**config.mk**
```make
export PLATFORM = sky130hd
export DESIGN_NAME = alu_cmd_sequencer_flat
export DESIGN_NICKNAME = d
export VERILOG_FILES = /design/src/rtl/alu_cmd_sequencer_if.sv /design/src/rtl/alu_cmd_sequencer.sv /design/src/flat_wrapper.sv
export SDC_FILE = /design/constraint.sdc
export NUM_CORES = 1
export LEC_CHECK = 0
export ABC_AREA = 0
export CAP_MARGIN = 10
export CORE_UTILIZATION = 37
export DETAILED_ROUTE_END_ITERATION = 7
export GPL_TIMING_DRIVEN = 0
export PLACE_DENSITY = 0.88
export SYNTH_ARGS = -nofsm -noshare
export SYNTH_HDL_FRONTEND = slang
export SYNTH_SLANG_ARGS = --single-unit
```
**constraint.sdc**
```tcl
create_clock -name clk -period 2.2 [get_ports clk]
set_clock_uncertainty 0.2 [all_clocks]
set_input_delay 0.44 -clock clk [delete_from_list [all_inputs] [get_ports clk]]
set_output_delay 0.44 -clock clk [all_outputs]
set_load 0.03 [all_outputs]
```
**src/rtl/alu_cmd_sequencer_if.sv**
```systemverilog
// Command and response handshake bundle between a command source and alu_cmd_sequencer.
interface alu_cmd_sequencer_if #(
  parameter int N = 4
);
  logic         cmd_valid;
  logic         cmd_ready;
  logic [2:0]   cmd_op;
  logic         cmd_load;
  logic [N-1:0] cmd_data;
  logic         rsp_valid;
  logic         rsp_ready;
  logic [N-1:0] rsp_data;
  logic         rsp_co;
  logic         rsp_zero;

  modport master (
    output cmd_valid, cmd_op, cmd_load, cmd_data, rsp_ready,
    input  cmd_ready, rsp_valid, rsp_data, rsp_co, rsp_zero
  );

  modport slave (
    input  cmd_valid, cmd_op, cmd_load, cmd_data, rsp_ready,
    output cmd_ready, rsp_valid, rsp_data, rsp_co, rsp_zero
  );
endinterface

```
**src/rtl/alu_cmd_sequencer.sv**
```systemverilog
// Accumulator sequencer: issues one ALU op per command (a = acc, b = cmd_data), returns result.
// Optional sticky carry flag with clr_sticky/sticky_co ports when ALU_SEQ_STICKY_CO_EN is defined.
module alu_cmd_sequencer #(
  parameter int           N        = 4,
  parameter logic [N-1:0] ACC_INIT = '0
) (
  input  logic                clk,
  input  logic                rst_n,
  alu_cmd_sequencer_if.slave  bus,
  output logic [N-1:0]        alu_a,
  output logic [N-1:0]        alu_b,
  output logic [2:0]          alu_sel,
  input  logic [N-1:0]        alu_s,
  input  logic                alu_co,
`ifdef ALU_SEQ_STICKY_CO_EN
  input  logic                clr_sticky,
  output logic                sticky_co,
`endif
  output logic [N-1:0]        acc_q
);

  typedef enum logic [1:0] {
    IDLE = 2'd0,
    EXEC = 2'd1,
    RESP = 2'd2
  } state_t;

  state_t       state_reg, state_next;
  logic [N-1:0] acc_reg, acc_next;
  logic         co_reg, co_next;
  logic [2:0]   sel_reg, sel_next;
  logic [N-1:0] b_reg, b_next;
  logic         load_reg, load_next;
  logic         ready_reg, ready_next;

  always_ff @(posedge clk or negedge rst_n) begin
    if (!rst_n) begin
      state_reg <= IDLE;
      acc_reg   <= ACC_INIT;
      co_reg    <= 1'b0;
      sel_reg   <= 3'b000;
      b_reg     <= '0;
      load_reg  <= 1'b0;
      ready_reg <= 1'b0;
    end else begin
      state_reg <= state_next;
      acc_reg   <= acc_next;
      co_reg    <= co_next;
      sel_reg   <= sel_next;
      b_reg     <= b_next;
      load_reg  <= load_next;
      ready_reg <= ready_next;
    end
  end

  always_comb begin
    state_next = state_reg;
    acc_next   = acc_reg;
    co_next    = co_reg;
    sel_next   = sel_reg;
    b_next     = b_reg;
    load_next  = load_reg;
    unique case (state_reg)
      IDLE: begin
        if (bus.cmd_valid && ready_reg) begin
          state_next = EXEC;
          b_next     = bus.cmd_data;
          load_next  = bus.cmd_load;
          // A load bypasses the ALU, so the opcode is left as it was.
          if (!bus.cmd_load) begin
            sel_next = bus.cmd_op;
          end
        end
      end
      EXEC: begin
        state_next = RESP;
        acc_next   = load_reg ? b_reg : alu_s;
        co_next    = load_reg ? 1'b0 : alu_co;
      end
      RESP: begin
        if (bus.rsp_ready) begin
          state_next = IDLE;
        end
      end
      default: state_next = IDLE;
    endcase
    // Registered so cmd_ready stays low throughout reset and rises one edge after release.
    ready_next = (state_next == IDLE);
  end

  assign alu_a         = acc_reg;
  assign alu_b         = b_reg;
  assign alu_sel       = sel_reg;
  assign acc_q         = acc_reg;
  assign bus.cmd_ready = ready_reg;
  assign bus.rsp_valid = (state_reg == RESP);
  assign bus.rsp_data  = acc_reg;
  assign bus.rsp_co    = co_reg;
  assign bus.rsp_zero  = (acc_reg == '0);

`ifdef ALU_SEQ_STICKY_CO_EN
  logic sticky_reg, sticky_next;

  always_ff @(posedge clk or negedge rst_n) begin
    if (!rst_n) begin
      sticky_reg <= 1'b0;
    end else begin
      sticky_reg <= sticky_next;
    end
  end

  always_comb begin
    sticky_next = sticky_reg;
    if (clr_sticky) begin
      sticky_next = 1'b0;
    end
    // A carry in the same cycle as a clear keeps the flag set.
    if (state_reg == EXEC && !load_reg && alu_co) begin
      sticky_next = 1'b1;
    end
  end

  assign sticky_co = sticky_reg;
`endif

endmodule
```
**src/flat_wrapper.sv**
```systemverilog
// flat-port wrapper written by rule: the top's interface ports become plain ports
module alu_cmd_sequencer_flat 
#(
  parameter int           N        = 4,
  parameter logic [N-1:0] ACC_INIT = '0
)
  (clk, rst_n, alu_a, alu_b, alu_sel, alu_s, alu_co, acc_q, bus_cmd_valid, bus_cmd_op, bus_cmd_load, bus_cmd_data, bus_rsp_ready, bus_cmd_ready, bus_rsp_valid, bus_rsp_data, bus_rsp_co, bus_rsp_zero);
  alu_cmd_sequencer_if #(.N(N)) bus_i ();
  input  logic clk;
  input  logic rst_n;
  output logic [N-1:0] alu_a;
  output logic [N-1:0] alu_b;
  output logic [2:0] alu_sel;
  input  logic [N-1:0] alu_s;
  input  logic alu_co;
  output logic [N-1:0] acc_q;
  input wire logic [$bits(bus_i.cmd_valid)-1:0] bus_cmd_valid;
  input wire logic [$bits(bus_i.cmd_op)-1:0] bus_cmd_op;
  input wire logic [$bits(bus_i.cmd_load)-1:0] bus_cmd_load;
  input wire logic [$bits(bus_i.cmd_data)-1:0] bus_cmd_data;
  input wire logic [$bits(bus_i.rsp_ready)-1:0] bus_rsp_ready;
  output wire logic [$bits(bus_i.cmd_ready)-1:0] bus_cmd_ready;
  output wire logic [$bits(bus_i.rsp_valid)-1:0] bus_rsp_valid;
  output wire logic [$bits(bus_i.rsp_data)-1:0] bus_rsp_data;
  output wire logic [$bits(bus_i.rsp_co)-1:0] bus_rsp_co;
  output wire logic [$bits(bus_i.rsp_zero)-1:0] bus_rsp_zero;
  assign bus_i.cmd_valid = bus_cmd_valid;
  assign bus_i.cmd_op = bus_cmd_op;
  assign bus_i.cmd_load = bus_cmd_load;
  assign bus_i.cmd_data = bus_cmd_data;
  assign bus_i.rsp_ready = bus_rsp_ready;
  assign bus_cmd_ready = bus_i.cmd_ready;
  assign bus_rsp_valid = bus_i.rsp_valid;
  assign bus_rsp_data = bus_i.rsp_data;
  assign bus_rsp_co = bus_i.rsp_co;
  assign bus_rsp_zero = bus_i.rsp_zero;
  alu_cmd_sequencer #(.N(N), .ACC_INIT(ACC_INIT)) u_core (.clk(clk), .rst_n(rst_n), .bus(bus_i), .alu_a(alu_a), .alu_b(alu_b), .alu_sel(alu_sel), .alu_s(alu_s), .alu_co(alu_co), .acc_q(acc_q));
endmodule
```
==> Word level (Yosys, flattened, before mapping) <==
Index checks and enable logic that the tools add are counted.
{ "classes": {"n_eq_ne": 2, "mux": 5, "n_bitwise": 1, "reduce_logical": 6} }
{ "op_table": {"columns": ["cell", "n"], "rows": [
  ["$pmux 2 s3", 1],
  ["$logic_not 2->1", 2],
  ["$logic_not 4->1", 1],
  ["$mux 2", 2],
  ["$mux 4", 1],
  ["$reduce_and 3->1", 1],
  ["$eq 2x1->1 const B", 1],
  ["$eq 2x2->1 const B", 1],
  ["$reduce_and 2->1", 1],
  ["$logic_and 1x1->1", 1],
  ["$mux 1", 1],
  ["$not 1->1", 1]
]} }
{ "word_totals": {"regBits": 16, "in_bits": 17, "out_inout_bits": 23, "elab_cells": 21} }

==> Longest topological paths before layout <==
Gate-level depths: netlist of the first run.
{ "depth": {"word_depth": 4, "depth_mapped": 4, "depth_no_buf": 3} }

==> Worst setup path before layout of the first run <==
No wires, ideal clock.
{ "synth_path": {"path_kind": "reg-to-output", "start": "register u_core.acc_reg[1], in the netlist u_core.acc_q[1]", "end": "output bus_rsp_zero", "t_arrival_ps": 1544, "t_required_ps": 1560, "setup_slack_ps": 16, "stages_incl_launch_ff": 2, "n_path_buf": 0, "cell_sequence": "dfrtp_1 > nor4_1"} }
{ "synth_via": {"elab_chain_cells": 1} }
{ "synth_rtl": {"columns": ["item", "line_no", "source"], "rows": [
  ["start: declaration", "alu_cmd_sequencer.sv:29", "logic [N-1:0] acc_reg, acc_next;"],
  ["start signal: assignment", "alu_cmd_sequencer.sv:47", "acc_reg <= acc_next;"],
  ["$logic_not 4->1", "alu_cmd_sequencer.sv:99", "assign bus.rsp_zero = (acc_reg == '0);"],
  ["end: declaration", "flat_wrapper.sv:26", "output wire logic [$bits(bus_i.rsp_zero)-1:0] bus_rsp_zero;"]
]} }
No other way between the ends.

==> Worst setup path after layout of the first run <==
{ "layout_path": {"start": "register u_core.acc_reg[3], in the netlist u_core.acc_q[3]", "end": "output alu_a[3]"} }
{ "layout_lines": {"columns": ["item", "line_no", "source"], "rows": [
  ["end: declaration", "flat_wrapper.sv:11", "output logic [N-1:0] alu_a;"]
]} }
No word-level cell between the ends.

==> results of run 1 <==
[final cells by class]
class,instances,area (µm²),share of cell area [%]
buffer,11,78.83,6.782
clock buffer,3,22.52,1.938
inverter,1,3.754,0.3229
multi-input combinational,30,234.0,20.13
sequential,16,400.4,34.45
tap,25,31.28,2.691
timing repair buffer,39,391.6,33.69
[kinds of logic (layout without fill, tap and decap cells)]
kind of cell,after synthesis,in the layout,share of synthesized area (%)
buffers and inverters,12,54,11.52
flip-flops,16,16,55.85
multiplexers,12,12,18.15
AND/OR/NAND/NOR,12,12,10.30
AO/OA/AOI/OAI,6,6,4.189
[power groups by stage]
stage | Sequential [mW] | Combinational (mW) | Clock, mW
after CTS | 0.546 | 1.26 | 0.153
after global routing | 0.567 | 1.31 | 0.161
after floorplan | 0.766 | 0.544 | 0
after global placement | 0.543 | 1.23 | 0
after detailed placement | 0.550 | 1.26 | 0
final | 0.545 | 1.24 | 0.146
[final timing paths]
| kind | startpoint | to |
|---|---|---|
| setup / recovery | u_core.acc_q[3]$_DFFE_PN0N_ | alu_a[3] |
| setup reg to reg | u_core.state_reg[0]$_DFF_PN0_ | u_core.alu_sel[0]$_DFFE_PN0P_ |
| hold / removal | u_core.bus.rsp_co$_DFFE_PN0N_ | u_core.bus.rsp_co$_DFFE_PN0N_ |
| max in group asynchronous | rst_n | u_core.acc_q[3]$_DFFE_PN0N_ |
| min in group asynchronous | rst_n | u_core.alu_sel[1]$_DFFE_PN0P_ |
| hold reg to reg | u_core.bus.rsp_co$_DFFE_PN0N_ | u_core.bus.rsp_co$_DFFE_PN0N_ |
[cells in the mapped netlist, drive strengths merged]
master	number	area [µm²]
nor4	1	6.260
dfrtp	16	400.4
inv	1	3.750
clkbuf	2	7.510
nor2	1	3.750
and4bb	1	12.51
nand2	5	18.77
nor2b	1	13.76
o21ai	6	30.03
nand2b	3	18.77
mux2i	4	40.04
mux2	8	90.09
buf	9	71.32
[layer usage]
metal  vias to the layer above  share of wire [%]  GRT usage, %
met3                         4                8.5         5.556
met4                         0                2.1         8.824
met5                         -                  0             0
met2                        29                 47         25.92
met1                       246                 42         18.94
li1                        271                  -             -
[timing repair]
| action | 4_1_cts | 5_1_grt |
|---|---|---|
| cloned | 0 | 0 |
| gates resized for setup | 1 | 1 |
| setup endpoints to repair | 1 | 1 |
[per-stage QoR]
step / utilization, % / std cells
6_report: 65.89 / 125
5_1_grt: 65.89 / 125
2_1_floorplan: - / 58
3_5_place_dp: 64.54 / 122
4_1_cts: 65.74 / 125
3_3_place_gp: 64.54 / 122
[critical path: stages, from the launching register on]
cell and delay [ns]:
dfrtp_1 0.41, buf_4 0.13, clkdlybuf4s50_1 0.67
==> results.md, run 1 <==
* Hold Buf Count CTS at 0
* Pwr Total at 1.936 mW
* Critical path class: flip-flop to output pin
* Total track usage at 16.23%
* Combinational fraction of design power at 64.3%
* Fin nets at 119
* DRT antenna net count at 0
* Worst-path clk slew at 0.08 ns
* P_int at 1.098 mW
* Sw power at 838.0 µW
* Synthesized Nets at 75
* H-tree depth at 1
* CTS buffer count at 3
* Avg Inst Size Synth at 12.36 µm²
* Commonest non-fill, non-tap cell in the layout: clkdlybuf4s50_1
* Switching fraction of total power at 43.29%
* Post-route clock period utilization at 96.71%
* Design Area, Final at 0.001162 mm²
* Core ar. at 0.001764 mm²
* WHS at 0.2823 ns
* Share of layout cells above drive strength 1 at 22.00%
* Total number of vias at 550
* Tmin final at 2.128 ns
* Die Y at 46.02 µm
* Seq/Total Area, Yosys at 55.85%
* Setup bufs post-CTS at 0
* # fillers at 139
* Clock share of power at 7.5%
* RSZ-0062 raised after global routing: false
* Netlist cell types at 14
* Status: completed
* DR DRC count at 0
* Max-slew violations at 0
* Critical path startpoint category: flip-flop
* Placer Congestion at 0.7377
* Hold depth at 2
* Most frequent cells in the layout: clkdlybuf4s50_1, dfrtp_1, mux2_2, buf_4, o21ai_0
* Max_slew headroom at 52.60%
* Max clock buf depth at 2
* Synth-to-layout area growth at 62.13%
* Drt pass-1 iters at 2
* Slew of the pin with the lowest slew margin at 0.7088 ns
* Antenna fix cells at 0
* I/O pin cnt at 40
* Worst slack at placement at 0.09906 ns
* Worst VDD drop at 937.3 µV
* Overflow after GRT at 0
* Mean routed wirelength per cell at 11.74 µm
* Hold Fails Final Rpt at 0
* CP max FO at 5
* Antenna violations before repair at 0
* Routed Wire Length at 1.467 mm
* Largest net degree at the start of global routing at 17
* Die area at 0.002118 mm²
* Vias in the first global route at 546
* Starting Density at 40.64%
* Power Density at 1665 mW/mm²
* WP data required at 1.56 ns
* Critical path arrival at 1.49 ns
* Ys Warns at 0
* PortBufs at 39
* Setup crit end kind: output pin
* R2R depth at 4
* DP Wirelength at 1.180 mm
* Skew-Pair Late Insertion Delay at 0.28 ns
* Initial DRC Count at 1
* DIE WIDTH at 46.02 µm
* Leakage dissipation at 0.5232 nW
* Seq pwr share at 28.2%
* Hold Crit Class: flip-flop to flip-flop
* First-pass GRT wire length at 2.339 mm
* Drt via density at 4.400
* Syn Std Cell Area at 716.9 µm²
* CTS tree: yes
* Worst R2R Setup Slack at 0.56 ns
* Final setup fails at 0
* # rows at 15
* #FFs+latches synth at 16
* Max-Cap Viols at 0
* Cells after synthesis at 58
* Clock root buffer: clkbuf_4
* Area of placed instances at 0.001139 mm²
* Post-route setup slack at 0.07238 ns
* Setup TNS Final at 0 ns
* Clk sinks at 16
* Peak Freq at 470.0 MHz
Note: power is estimated with default switching activity, not from simulation.
==> inputs of run 2 (changes only) <==
Clock period 2.2 ns to 2.1 ns, I/O delays scaled along.
==> run 2 against run 1 <==
Die area stayed put; largest power group unchanged; cell area up 0.97%; power is 5.3% higher; sequential share of layout area decreased by 0.33 points; routed wire length rose by 6.5%; sequential power rose by 6.4%.
==> results.md, run 2 (same netlist as run 1, synthesis figures left out) <==
* Setup TNS Final at 0 ns (unchanged)
* DP Wirelength at 1.179 mm (was 1.180 mm)
* Antenna violations before repair at 0 (unchanged)
* DIE WIDTH at 46.02 µm (unchanged)
* Vias in the first global route at 546 (unchanged)
* Fin cells at 126 (was 125)
* CTS buffer count at 3 (unchanged)
* H-tree depth at 1 (unchanged)
* Hold Path Origin: u_core.bus.rsp_co$_DFFE_PN0N_ (unchanged)
* Bufs and invs on worst path at 1 (was 2)
* Critical path arrival at 1.44 ns (was 1.49 ns)
* Drt via density at 4.524 (was 4.400)
* Status: completed (unchanged)
* Routed wl met3 at 118 µm (was 125 µm)
* Worst R2R Start: u_core.state_reg[1]$_DFF_PN0_ (was u_core.state_reg[0]$_DFF_PN0_)
* Worst slack at placement at 0.0009516 ns (was 0.09906 ns)
* Hold Fails Final Rpt at 0 (unchanged)
* DRT antenna net count at 0 (unchanged)
* Starting Density at 40.64% (unchanged)
* Core ar. at 0.001764 mm² (unchanged)
* Mean routed wirelength per cell at 12.40 µm (was 11.74 µm)
* R2R depth at 4 (unchanged)
* Setup crit end kind: output pin (unchanged)
* RSZ-0062 raised after global routing: false (unchanged)
* Total number of vias at 570 (was 550)
* WL met1 at 633 µm (was 614 µm)
* I/O pin cnt at 40 (unchanged)
* Worst VDD drop at 1052 µV (was 937.3 µV)
* Critical path class: flip-flop to output pin (unchanged)
* Hold depth at 2 (unchanged)
* CTS tree: yes (unchanged)
* Skew-Pair Late Insertion Delay at 0.29 ns (was 0.28 ns)
* Design Area, Final at 0.001174 mm² (was 0.001162 mm²)
* Power Density at 1737 mW/mm² (was 1665 mW/mm²)
* Top cell family by delay on the critical path: buffers and inverters (unchanged)
* Max_slew headroom at 55.17% (was 52.60%)
* Slew of the pin with the lowest slew margin at 0.6703 ns (was 0.7088 ns)
* Largest net degree at the start of global routing at 17 (unchanged)
* Worst R2R Setup Slack at 0.44 ns (was 0.56 ns)
* Most frequent cells in the layout: clkdlybuf4s50_1, dfrtp_1, dlygate4sd2_1 (was clkdlybuf4s50_1, dfrtp_1, mux2_2, buf_4, o21ai_0)
* Hold Crit Class: flip-flop to flip-flop (unchanged)
* PortBufs at 39 (unchanged)
* Antenna fix cells at 0 (unchanged)
* Post-route setup slack at 0.04196 ns (was 0.07238 ns)
* Cells after DPL at 122 (unchanged)
* Top sig layer: met4 (unchanged)
* CP cell instances: clkdlybuf4s50_1 (was buf_4 -> clkdlybuf4s50_1)
* Reg2Reg Capture Point: u_core.alu_sel[2]$_DFFE_PN0P_ (was u_core.alu_sel[0]$_DFFE_PN0P_)
* Routed Wire Length at 1.562 mm (was 1.467 mm)
* Overflow after GRT at 0 (unchanged)
* Placer Congestion at 0.6805 (was 0.7377)
* WP data required at 1.48 ns (was 1.56 ns)
* Crit-path max cell delay at 0.71 ns (was 0.67 ns)
* WHS at 0.2975 ns (was 0.2823 ns)
* Max clock buf depth at 2 (unchanged)
* DR DRC count at 0 (unchanged)
* Final setup fails at 0 (unchanged)
* Share of layout cells above drive strength 1 at 23.76% (was 22.00%)
* Post-route clock period utilization at 98.00%
* Critical path startpoint category: flip-flop (unchanged)
* Peak Freq at 485.9 MHz
* Area of placed instances at 0.001145 mm² (was 0.001139 mm²)
* Synth-to-layout area growth at 63.70% (was 62.13%)
* Die Y at 46.02 µm (unchanged)
* Crit-path slowest cell: clkdlybuf4s50_1 (unchanged)
* Metal2 WL at 785 µm (was 695 µm)
* Worst-path clk slew at 0.09 ns (was 0.08 ns)
* Max-Cap Viols at 0 (unchanged)
* # rows at 15 (unchanged)
* Max-slew violations at 0 (unchanged)
* Clock root buffer: clkbuf_4 (unchanged)
* First-pass GRT wire length at 2.490 mm (was 2.339 mm)
* Die area at 0.002118 mm² (unchanged)
* Commonest non-fill, non-tap cell in the layout: clkdlybuf4s50_1 (unchanged)
* Drt pass-1 iters at 3 (was 2)
* Initial DRC Count at 7 (was 1)
* Hold endpoint: u_core.bus.rsp_co$_DFFE_PN0N_ (unchanged)
* CP max FO at 5 (unchanged)
* Clk sinks at 16 (unchanged)
* Leakage dissipation at 0.5615 nW (was 0.5232 nW)
* Fin nets at 119 (unchanged)
* Total track usage at 17.30% (was 16.23%)
* Tmin final at 2.058 ns
run 2: timing repair:
| action | CTS | global route |
|---|---|---|
| hold buffers | 0 | 0 |
| buffers inserted | 0 | 0 |
| setup endpoints to repair | 10 | 2 |
| gates resized for setup | 10 | 2 |
run 2: through the flow:
stage | total power [mW] | util (%)
floorplan | 1.382 | -
global placement | 1.871 | 64.89
detailed placement | 1.913 | 64.89
CTS | 2.059 | 66.24
global route | 2.152 | 66.52
finish | 2.039 | 66.52
run 2: final cells by class:
| class | count | area [µm²] |
|---|---|---|
| inverters | 1 | 3.754 |
| fillers | 135 | 590.6 |
| multi-input cells | 30 | 240.2 |
| repair buffers | 39 | 382.9 |
| well taps | 25 | 31.28 |
| clock buffers | 4 | 36.28 |
| flip-flops and latches | 16 | 400.4 |
| plain buffers | 11 | 78.83 |
run 2: power breakdown:
group / leakage (nW) / total (mW) / switching (mW) / internal [mW]
Clock: 0.0210 / 0.200 / 0.0944 / 0.106
Combinational: 0.347 / 1.26 / 0.689 / 0.570
Sequential: 0.194 / 0.580 / 0.123 / 0.457
run 2: how the worst max path moves through the flow:
stage	from	to	slack, ns	cells past startpoint
floorplan	u_core.acc_q[1]$_DFFE_PN0N_	bus_rsp_zero	0.26	1
global placement	bus_cmd_valid	u_core.alu_sel[2]$_DFFE_PN0P_	0.04	5
detailed placement	bus_cmd_valid	u_core.alu_sel[2]$_DFFE_PN0P_	0.001	5
CTS	u_core.acc_q[3]$_DFFE_PN0N_	acc_q[3]	0.03	1
global route	u_core.acc_q[1]$_DFFE_PN0N_	acc_q[1]	0.006	1
finish	u_core.acc_q[1]$_DFFE_PN0N_	acc_q[1]	0.04	1
run 2: routing by layer:
| layer | up-vias | global-route usage [%] |
|---|---|---|
| li1 | 272 | - |
| met1 | 264 | 20.20 |
| met2 | 31 | 28.73 |
| met3 | 3 | 4.762 |
| met4 | 0 | 8.824 |
| met5 | - | 0 |
